==> config.mk <==
export PLATFORM = sky130hd
export DESIGN_NAME = grid_cell_renderer
export DESIGN_NICKNAME = d
export VERILOG_FILES = /design/src/rtl/grid_pkg.sv /design/src/rtl/cell_raster_counter.sv /design/src/rtl/grid_cell_renderer.sv
export SDC_FILE = /design/constraint.sdc
export NUM_CORES = 1
export LEC_CHECK = 0
export ABC_AREA = 0
export CORE_UTILIZATION = 40
export CTS_CLUSTER_SIZE = 12
export DETAILED_ROUTE_END_ITERATION = 6
export MAX_ROUTING_LAYER = met4
export PLACE_DENSITY = 0.68
export SLEW_MARGIN = 20
export SYNTH_ARGS = -nofsm -noshare
export SYNTH_HDL_FRONTEND = slang
export SYNTH_SLANG_ARGS = --single-unit
==> constraint.sdc <==
create_clock -name clock -period 6 [get_ports clock]
set_clock_uncertainty 0.1 [all_clocks]
set_input_delay 1.2 -clock clock [delete_from_list [all_inputs] [get_ports clock]]
set_output_delay 1.2 -clock clock [all_outputs]
set_load 0.03 [all_outputs]
==> src/rtl/grid_pkg.sv <==
// rtl/grid_pkg.sv - shared constants, state encoding and geometry check for the grid renderer
package grid_pkg;

    localparam int GRID_W    = 16;
    localparam int GRID_H    = 16;
    localparam int CELL_W    = 10;
    localparam int SPACING   = 2;
    localparam int PITCH     = CELL_W + SPACING;
    localparam int NUM_CELLS = GRID_W * GRID_H;

    typedef enum logic [2:0] {
        ST_IDLE,
        ST_FETCH,
        ST_WAIT,
        ST_DRAW,
        ST_NEXT,
        ST_FIN
    } state_t;

    // True when the far corner of the last tile still fits in the pixel buses.
    function automatic bit pixel_widths_ok(input int gw, input int gh, input int cw, input int sp,
                                           input int org_x, input int org_y,
                                           input int xw, input int yw);
        longint max_x;
        longint max_y;
        max_x = longint'(org_x) + longint'(gw - 1) * longint'(cw + sp) + longint'(cw - 1);
        max_y = longint'(org_y) + longint'(gh - 1) * longint'(cw + sp) + longint'(cw - 1);
        return (max_x < (longint'(1) << xw)) && (max_y < (longint'(1) << yw));
    endfunction

endpackage

==> src/rtl/cell_raster_counter.sv <==
// rtl/cell_raster_counter.sv - ox/oy tile raster counters, ox inner loop, oy outer loop
module cell_raster_counter #(
    parameter int CELL_W = 10
) (
    input  logic                      clock,
    input  logic                      reset,
    input  logic                      clear,
    input  logic                      advance,
    output logic [$clog2(CELL_W)-1:0] ox,
    output logic [$clog2(CELL_W)-1:0] oy,
    output logic                      last_pixel
);

    localparam int OW = $clog2(CELL_W);
    localparam logic [OW-1:0] LAST = OW'(CELL_W - 1);

    logic [OW-1:0] ox_q, ox_d;
    logic [OW-1:0] oy_q, oy_d;

    always_comb begin
        ox_d = ox_q;
        oy_d = oy_q;
        if (clear) begin
            ox_d = '0;
            oy_d = '0;
        end else if (advance) begin
            if (ox_q == LAST) begin
                ox_d = '0;
                oy_d = (oy_q == LAST) ? '0 : oy_q + 1'b1;
            end else begin
                ox_d = ox_q + 1'b1;
            end
        end
    end

    always_ff @(posedge clock) begin
        if (reset) begin
            ox_q <= '0;
            oy_q <= '0;
        end else begin
            ox_q <= ox_d;
            oy_q <= oy_d;
        end
    end

    assign ox         = ox_q;
    assign oy         = oy_q;
    assign last_pixel = (ox_q == LAST) && (oy_q == LAST);

endmodule

==> src/rtl/grid_cell_renderer.sv <==
// rtl/grid_cell_renderer.sv - walks the board BRAM and streams every tile pixel to the plotter
module grid_cell_renderer
    import grid_pkg::*;
#(
    parameter int GRID_W   = grid_pkg::GRID_W,
    parameter int GRID_H   = grid_pkg::GRID_H,
    parameter int CELL_W   = grid_pkg::CELL_W,
    parameter int SPACING  = grid_pkg::SPACING,
    parameter int ORIGIN_X = 0,
    parameter int ORIGIN_Y = 0,
    parameter int ADDR_W   = 9,
    parameter int COLOR_W  = 3,
    parameter int X_W      = 10,
    parameter int Y_W      = 9
) (
    input  logic                      clock,
    input  logic                      reset,
    input  logic                      start,
    input  logic                      single,
    input  logic [ADDR_W-1:0]         cell_sel,
    output logic [ADDR_W-1:0]         mem_addr,
    output logic                      mem_rden,
    input  logic [COLOR_W-1:0]        mem_q,
    output logic                      pix_valid,
    input  logic                      pix_ready,
    output logic [X_W-1:0]            pix_x,
    output logic [Y_W-1:0]            pix_y,
    output logic [COLOR_W-1:0]        pix_colour,
    output logic [$clog2(GRID_W)-1:0] pos_x,
    output logic [$clog2(GRID_H)-1:0] pos_y,
    output logic                      busy,
    output logic                      done,
    output logic                      err
);

    localparam int PITCH     = CELL_W + SPACING;
    localparam int NUM_CELLS = GRID_W * GRID_H;
    localparam int PX_W      = $clog2(GRID_W);
    localparam int PY_W      = $clog2(GRID_H);
    localparam int OW        = $clog2(CELL_W);

    if (!pixel_widths_ok(GRID_W, GRID_H, CELL_W, SPACING, ORIGIN_X, ORIGIN_Y, X_W, Y_W)
        || ((longint'(1) << ADDR_W) < longint'(NUM_CELLS))) begin : g_bad_params
        $error("grid_cell_renderer: X_W/Y_W/ADDR_W too narrow for the grid geometry");
    end

    state_t               state_q, state_d;
    logic [PX_W-1:0]      pos_x_q, pos_x_d;
    logic [PY_W-1:0]      pos_y_q, pos_y_d;
    logic                 single_q, single_d;
    logic                 err_q, err_d;
    logic [COLOR_W-1:0]   colour_q, colour_d;
    logic [OW-1:0]        ox, oy;
    logic                 last_pixel;
    logic                 accept;
    logic [ADDR_W-1:0]    cur_addr;

    assign cur_addr = ADDR_W'(int'(pos_y_q) * GRID_W + int'(pos_x_q));
    assign accept   = (state_q == ST_DRAW) && pix_ready;

    cell_raster_counter #(
        .CELL_W(CELL_W)
    ) u_raster (
        .clock     (clock),
        .reset     (reset),
        .clear     (state_q == ST_FETCH),
        .advance   (accept),
        .ox        (ox),
        .oy        (oy),
        .last_pixel(last_pixel)
    );

    always_comb begin
        state_d  = state_q;
        pos_x_d  = pos_x_q;
        pos_y_d  = pos_y_q;
        single_d = single_q;
        err_d    = err_q;
        colour_d = colour_q;
        case (state_q)
            ST_IDLE: begin
                if (start) begin
                    single_d = single;
                    err_d    = 1'b0;
                    if (!single) begin
                        pos_x_d = '0;
                        pos_y_d = '0;
                        state_d = ST_FETCH;
                    end else if (int'(cell_sel) >= NUM_CELLS) begin
                        err_d   = 1'b1;
                        state_d = ST_FIN;
                    end else begin
                        pos_x_d = PX_W'(int'(cell_sel) % GRID_W);
                        pos_y_d = PY_W'(int'(cell_sel) / GRID_W);
                        state_d = ST_FETCH;
                    end
                end
            end
            ST_FETCH: state_d = ST_WAIT;
            ST_WAIT: begin
                colour_d = mem_q;
                state_d  = ST_DRAW;
            end
            ST_DRAW: begin
                if (accept && last_pixel) state_d = ST_NEXT;
            end
            ST_NEXT: begin
                if (single_q || (int'(cur_addr) == NUM_CELLS - 1)) begin
                    state_d = ST_FIN;
                end else begin
                    if (int'(pos_x_q) == GRID_W - 1) begin
                        pos_x_d = '0;
                        pos_y_d = pos_y_q + 1'b1;
                    end else begin
                        pos_x_d = pos_x_q + 1'b1;
                    end
                    state_d = ST_FETCH;
                end
            end
            ST_FIN: begin
                err_d   = 1'b0;
                state_d = ST_IDLE;
            end
            default: state_d = ST_IDLE;
        endcase
    end

    always_ff @(posedge clock) begin
        if (reset) begin
            state_q  <= ST_IDLE;
            pos_x_q  <= '0;
            pos_y_q  <= '0;
            single_q <= 1'b0;
            err_q    <= 1'b0;
            colour_q <= '0;
        end else begin
            state_q  <= state_d;
            pos_x_q  <= pos_x_d;
            pos_y_q  <= pos_y_d;
            single_q <= single_d;
            err_q    <= err_d;
            colour_q <= colour_d;
        end
    end

    // Pixel outputs derive from held counters, so they stay stable under backpressure.
    assign pix_valid  = (state_q == ST_DRAW);
    assign pix_x      = pix_valid ? X_W'(ORIGIN_X + int'(pos_x_q) * PITCH + int'(ox)) : '0;
    assign pix_y      = pix_valid ? Y_W'(ORIGIN_Y + int'(pos_y_q) * PITCH + int'(oy)) : '0;
    assign pix_colour = pix_valid ? colour_q : '0;
    assign mem_rden   = (state_q == ST_FETCH);
    assign mem_addr   = mem_rden ? cur_addr : '0;
    assign pos_x      = pos_x_q;
    assign pos_y      = pos_y_q;
    assign busy       = (state_q != ST_IDLE) && (state_q != ST_FIN);
    assign done       = (state_q == ST_FIN);
    assign err        = (state_q == ST_FIN) && err_q;

endmodule

==> results of run 1 <==
## metrics by stage
| step | cells | utilization, % |
|---|---|---|
| finish | 388 | 55.10 |
| global route | 388 | 55.10 |
| CTS | 388 | 55.10 |
| floorplan | 271 | - |
| global placement | 384 | 53.73 |
| detailed placement | 384 | 53.73 |
## state kept, by name, indices dropped and copies added, names as in the netlist
register and count:
single_q 1, err_q 1, u_raster.ox 4, state_q 3
pos_y 4, colour_q 3, u_raster.oy 4, pos_x 4
## worst max-delay path by stage
stage / start / end / slack, ns / depth (start not counted)
2_1_floorplan: pos_x[2] / pix_x[8] / 2.04 / 6
3_3_place_gp: state_q[0] / pix_y[8] / 1.96 / 5
3_5_place_dp: state_q[0] / pix_y[8] / 1.80 / 5
4_1_cts: state_q[0] / pix_y[8] / 1.51 / 5
5_1_grt: state_q[0] / pix_y[8] / 1.23 / 5
6_report: state_q[0] / pix_y[8] / 1.49 / 5
## kinds of logic (layout without fill, tap and decap cells)
| kind of cell | count (synthesis) | count (layout) | synth area share (%) |
|---|---|---|---|
| xor gates and xnor gates | 14 | 14 | 5.534 |
| AOI/OAI and AO/OA | 49 | 49 | 16.32 |
| muxes | 8 | 8 | 3.614 |
| adders and majority gates | 18 | 18 | 11.52 |
| buffers and inverters | 33 | 80 | 7.171 |
| DFF | 24 | 24 | 21.68 |
| other | 1 | 2 | 0.1692 |
| and+or+nand+nor | 123 | 123 | 33.99 |
## power by group through the flow
| stage | logic (mW) | registers [mW] | clock network (mW) |
|---|---|---|---|
| after floorplan | 0.137 | 0.200 | 0 |
| after global placement | 0.191 | 0.203 | 0 |
| after detailed placement | 0.192 | 0.205 | 0 |
| after CTS | 0.193 | 0.201 | 0.150 |
| after global routing | 0.211 | 0.205 | 0.157 |
| final | 0.192 | 0.201 | 0.148 |
## metal layers
layer	global-route usage [%]	share of wire, %	vias to the layer above	routed length [um]
met3	2.275	4.4	4	245
met4	5.769	1.0	0	57
met5	-	0	-	0
met1	27.53	50	978	2794
li1	-	-	1055	-
met2	30.18	45	61	2532
## cell type report
cell class	count	area [sq um]	share of cell area, %
multi-input combinational	214	1580	55.10
timing repair buffer	58	580.6	20.24
sequential	24	480.5	16.75
tap	70	87.58	3.054
inverter	18	67.56	2.356
clock buffer	3	41.29	1.440
clock inverter	1	30.03	1.047
## critical path: stages (launching register included)
cell and delay (ns):
dfxtp_1 0.74, nand3b_1 0.57, inv_1 0.53, nand2_1 0.10
nor4_1 0.26, clkdlybuf4s50_1 0.72
## cells in the final DEF (no fill, tap or decap), types with 2 or more instances in the layout
| cell | netlist | final |
|---|---|---|
| a211oi_1 | 3 | 3 |
| a21o_1 | 6 | 6 |
| a21oi_1 | 11 | 11 |
| a311oi_1 | 4 | 4 |
| a31oi_1 | 5 | 5 |
| and2_1 | 18 | 18 |
| and3b_1 | 3 | 3 |
| clkbuf_8 | 0 | 3 |
| clkdlybuf4s50_1 | 0 | 58 |
| conb_1 | 1 | 2 |
| dfxtp_1 | 24 | 24 |
| fa_1 | 4 | 4 |
| ha_1 | 14 | 14 |
| inv_1 | 18 | 18 |
| mux2i_1 | 8 | 8 |
| nand2_1 | 14 | 14 |
| nand2b_1 | 4 | 4 |
| nand3_1 | 10 | 10 |
| nand3b_1 | 2 | 2 |
| nand4_1 | 5 | 5 |
| nand4b_1 | 3 | 3 |
| nor2_1 | 24 | 24 |
| nor2b_1 | 7 | 7 |
| nor3_1 | 10 | 10 |
| nor3b_2 | 2 | 2 |
| nor4_1 | 4 | 4 |
| o21ai_0 | 5 | 5 |
| o22ai_1 | 2 | 2 |
| o31ai_1 | 2 | 2 |
| or2_2 | 2 | 2 |
| or3_1 | 3 | 3 |
| xnor2_1 | 6 | 6 |
| xor2_1 | 8 | 8 |
==> flow_summary.yaml, run 1 <==
outcome:
  status: "complete, no violations"
worst_setup_path:
  critPathArrivalTime_ns: 3.21
  regToRegStartpoint: "state_q[0]"
  end_kind: "primary output"
  critPathMaxFanout: 17
  timing.rr.end: "u_raster.ox[3]"
  crit_required_ns: 4.70
  r2r_setup_slack_ns: 3.52
  cp-start-kind: "flip-flop"
  crit_type: "reg -> out"
  r2r_cells: 5
synthesis:
  synth_edf_count: 0
  seq_area_frac_synth_pct: 21.68
  ys_warn_count: 0
  syn_area_sq_um: 2216
  yosys-top-cells-area: "dfxtp_1 22%, ha_1 7.9%, and2_1 5.1%"
  yosysUniqueCellTypes: 59
  async_flop_share_pct: 0
  ys_ff_latch: 24
  ys.flop_type: "dfxtp_1"
  synthCells: 270
  synth_top_cell_by_area: "dfxtp_1"
  avgSynthCellArea_sq_um: 8.207
  synthTopCellsByCount: "24 x dfxtp_1, 24 x nor2_1, 18 x and2_1, 18 x inv_1"
  synth_top_area_share_pct: 21.68
cts:
  cts-buffers-inserted: 3
  root_buffer: "clkbuf_8"
  cts_max_path_buffers: 2
  clock_latency_ns: 0.28
  cts.sinks: 24
  cts_tree: "yes"
  post-cts-setup-buffer-count: 0
  cts-resized-gates: 0
  path_clk_slew_ns: 0.10
  h-tree-depth: 1
  hold_buffers: 0
worst_hold_path:
  min_from: "colour_q[2]"
  hp-class: "reg -> reg"
  min_delay_path_depth: 2
  min_to: "colour_q[2]"
pwr:
  internal-power_mw: 0.3439
  switching_share_pct: 36.49
  leakage_nw: 1.118
  seqPwrFrac_pct: 37.1
  combPwrFrac_pct: 35.5
  p_switching_mw: 0.1976
  vdd_ir_drop_max_mv: 0.1465
  clkPwrFrac_pct: 27.3
  power_density_nw_per_um2: 188.8
  fin_total_pwr_mw: 0.5415
grt:
  antenna_found_initial: 0
  grt_pass1_vias: 1902
  gr-usage-all-layers_pct: 19.85
  grt_max_degree: 22
  grt_pass1_wl_um: 9190
  grt_overflow: 0
route:
  drtIter0Drc: 111
  first_pass_iters: 4
  route.detailed.drc: 0
  vias_per_cell: 5.407
  vias: 2098
  wire_per_inst_um: 14.51
  ant_nets: 0
  drt-total-wl_um: 5630
placement:
  dpl.hpwl_um: 4281
  gp_congestion: 0.8539
  place_ws_ns: 1.800
  port_buffers: 58
  place_area_sq_um: 2796
finish:
  nFillCells: 517
  syn2layout_area_growth_pct: 29.42
  drive_gt1_share_pct: 5.975
  stdcell_area_sq_um: 2868
  nNetsFinal: 354
  diodes: 0
floorplan:
  core_sq_um: 5205
  std_cell_rows: 26
  die_w_um: 76.43
  die_y_um: 76.43
  dieArea_sq_um: 5842
  ioPinCount: 61
  start_util_pct: 42.57
timing:
  min_period_ns: 4.509
  timing.fmax_ghz: 0.2218
  rsz0062_at_grt: "false"
  worst_pin_slew_ns: 0.7341
  worst_hold_slack_ns: 0.3917
  hold_viol_final: 0
  slew_headroom_pct: 50.91
  fin_crit_sh_pct: 75.15
  setup_tns_ns: 0
  setup_slack_ns: 1.491
  drv_slew: 0
  setup_viol: 0
flow_run:
  max_cap_viol_count: 0
Note: power is estimated with default switching activity, not from simulation.
==> run 2, diff against run 1 <==
- PLACE_DENSITY: 0.68 -> 0.71
- clock period: 6 -> 3.7 ns (I/O delays scaled with it)
==> run 2 against run 1 <==
Global-route usage shrank 0.44 points. Via count rose by 3.1%. Critical path depth rose by 2. Combinational power increased by 88%. Sequential power is 47% higher.
==> flow_summary.yaml, run 2 (same netlist as run 1, synthesis figures left out) <==
finish:
  nFillCells: 508
  diodes: 0
  drive_gt1_share_pct: 8.589
  nNetsFinal: 363
  syn2layout_area_growth_pct: 31.51
  layout_commonest_cell: "clkdlybuf4s50_1"
  layout_common_cells: "52 x clkdlybuf4s50_1, 24 x nor2_1, 24 x dfxtp_1"
timing:
  setup_viol: 0
  hold_viol_final: 0
  drv_slew: 0
  setup_tns_ns: 0
  worst_pin_slew_ns: 0.7319
  min_period_ns: 3.537
  rsz0062_at_grt: "false"
  timing.fmax_ghz: 0.2827
  slew_headroom_pct: 51.06
  fin_crit_sh_pct: 95.60
worst_setup_path:
  critPathMaxFanout: 7
  crit_required_ns: 2.86
  cp-start-kind: "flip-flop"
  timing.rr.end: "pos_x[3]"
  crit_end: "pix_x[6]"
  r2r_cells: 5
  regToRegStartpoint: "pos_y[2]"
  end_kind: "primary output"
  timing.critical_path.from: "pos_x[0]"
  crit_type: "reg -> out"
  r2r_setup_slack_ns: 1.71
  critPathArrivalTime_ns: 2.70
grt:
  gr-usage-all-layers_pct: 19.42
  grt_max_degree: 21
  grt_pass1_vias: 1943
  grt_pass1_wl_um: 9225
  grt_overflow: 0
  antenna_found_initial: 0
pwr:
  fin_total_pwr_mw: 0.8087
  vdd_ir_drop_max_mv: 0.2580
  leakage_nw: 1.205
  power_density_nw_per_um2: 277.5
floorplan:
  start_util_pct: 42.57
  std_cell_rows: 26
  die_y_um: 76.43
  ioPinCount: 61
  core_sq_um: 5205
  die_w_um: 76.43
  dieArea_sq_um: 5842
cts:
  cts_max_path_buffers: 2
  cts.sinks: 24
  path_clk_slew_ns: 0.08
  hold_buffers: 0
  clock_latency_ns: 0.26
  h-tree-depth: 1
  post-cts-setup-buffer-count: 0
  cts-buffers-inserted: 3
  root_buffer: "clkbuf_8"
  cts_tree: "yes"
worst_hold_path:
  min_delay_path_depth: 2
  min_from: "colour_q[2]"
  hp-class: "reg -> reg"
route:
  drtIter0Drc: 61
  wl_met1_um: 2624
  drt-total-wl_um: 5548
  met2WireLength_um: 2646
  vias_per_cell: 5.460
  first_pass_iters: 4
  ant_nets: 0
  top_layer: "met4"
  wire_per_inst_um: 14.01
  vias: 2162
  route.detailed.drc: 0
  wl_met3_um: 257
placement:
  port_buffers: 58
  dpl.hpwl_um: 4308
  gp_congestion: 0.8022
outcome:
  status: "complete, no violations"
flow_run:
  max_cap_viol_count: 0
run 2: what timing repair did:
action,4_1_cts,5_1_grt
setup endpoints to repair,4,2
resized for setup,4,4
endpoints found under the hold margin,0,0
run 2: layout make-up:
cell class	instances	area, sq um	area share (%)
Clock buffer	3	41.29	1.417
Inverter	18	67.56	2.319
Multi-Input combinational cell	214	1588	54.49
Sequential cell	24	480.5	16.49
Tap cell	70	87.58	3.006
Timing Repair Buffer	67	649.4	22.28
run 2: how the worst min path moves through the flow:
stage	to	slack, ns
6_report	colour_q[2]	0.39
5_1_grt	colour_q[2]	0.42
4_1_cts	colour_q[2]	0.40
3_5_place_dp	colour_q[2]	0.38
3_3_place_gp	colour_q[0]	0.37
2_1_floorplan	colour_q[0]	0.35
run 2: metrics by stage:
step,hold slack [ns],area [sq um],util [%],std cells,setup WS [ns]
floorplan,0.3515,2220,-,271,0.2023
global placement,0.3685,2864,55.02,393,0.2027
detailed placement,0.3762,2864,55.02,393,0.1589
CTS,0.3963,2900,55.72,396,0.09208
global route,0.4152,2914,55.99,396,0.01131
finish,0.3872,2914,55.99,396,0.1627
run 2: per-layer routing:
metal / vias up / GRT usage, %
met1: 1026 / 25.00
met2: 61 / 31.89
met3: 4 / 3.713
met5: - / -
met4: 0 / 3.269
li1: 1071 / -
run 2: critical path: stages (launching register included):
cell             delay (ns)
dfxtp_1                0.39
ha_1                   0.25
fa_1                   0.52
inv_1                  0.07
or3_1                  0.39
or2_2                  0.29
mux2i_1                0.13
clkdlybuf4s15_1        0.38
run 2: power breakdown:
| part | leakage (nW) | switching, mW | internal [mW] |
|---|---|---|---|
| clock | 0.0216 | 0.0802 | 0.0728 |
| combinational | 0.988 | 0.210 | 0.150 |
| sequential | 0.195 | 0.0186 | 0.277 |
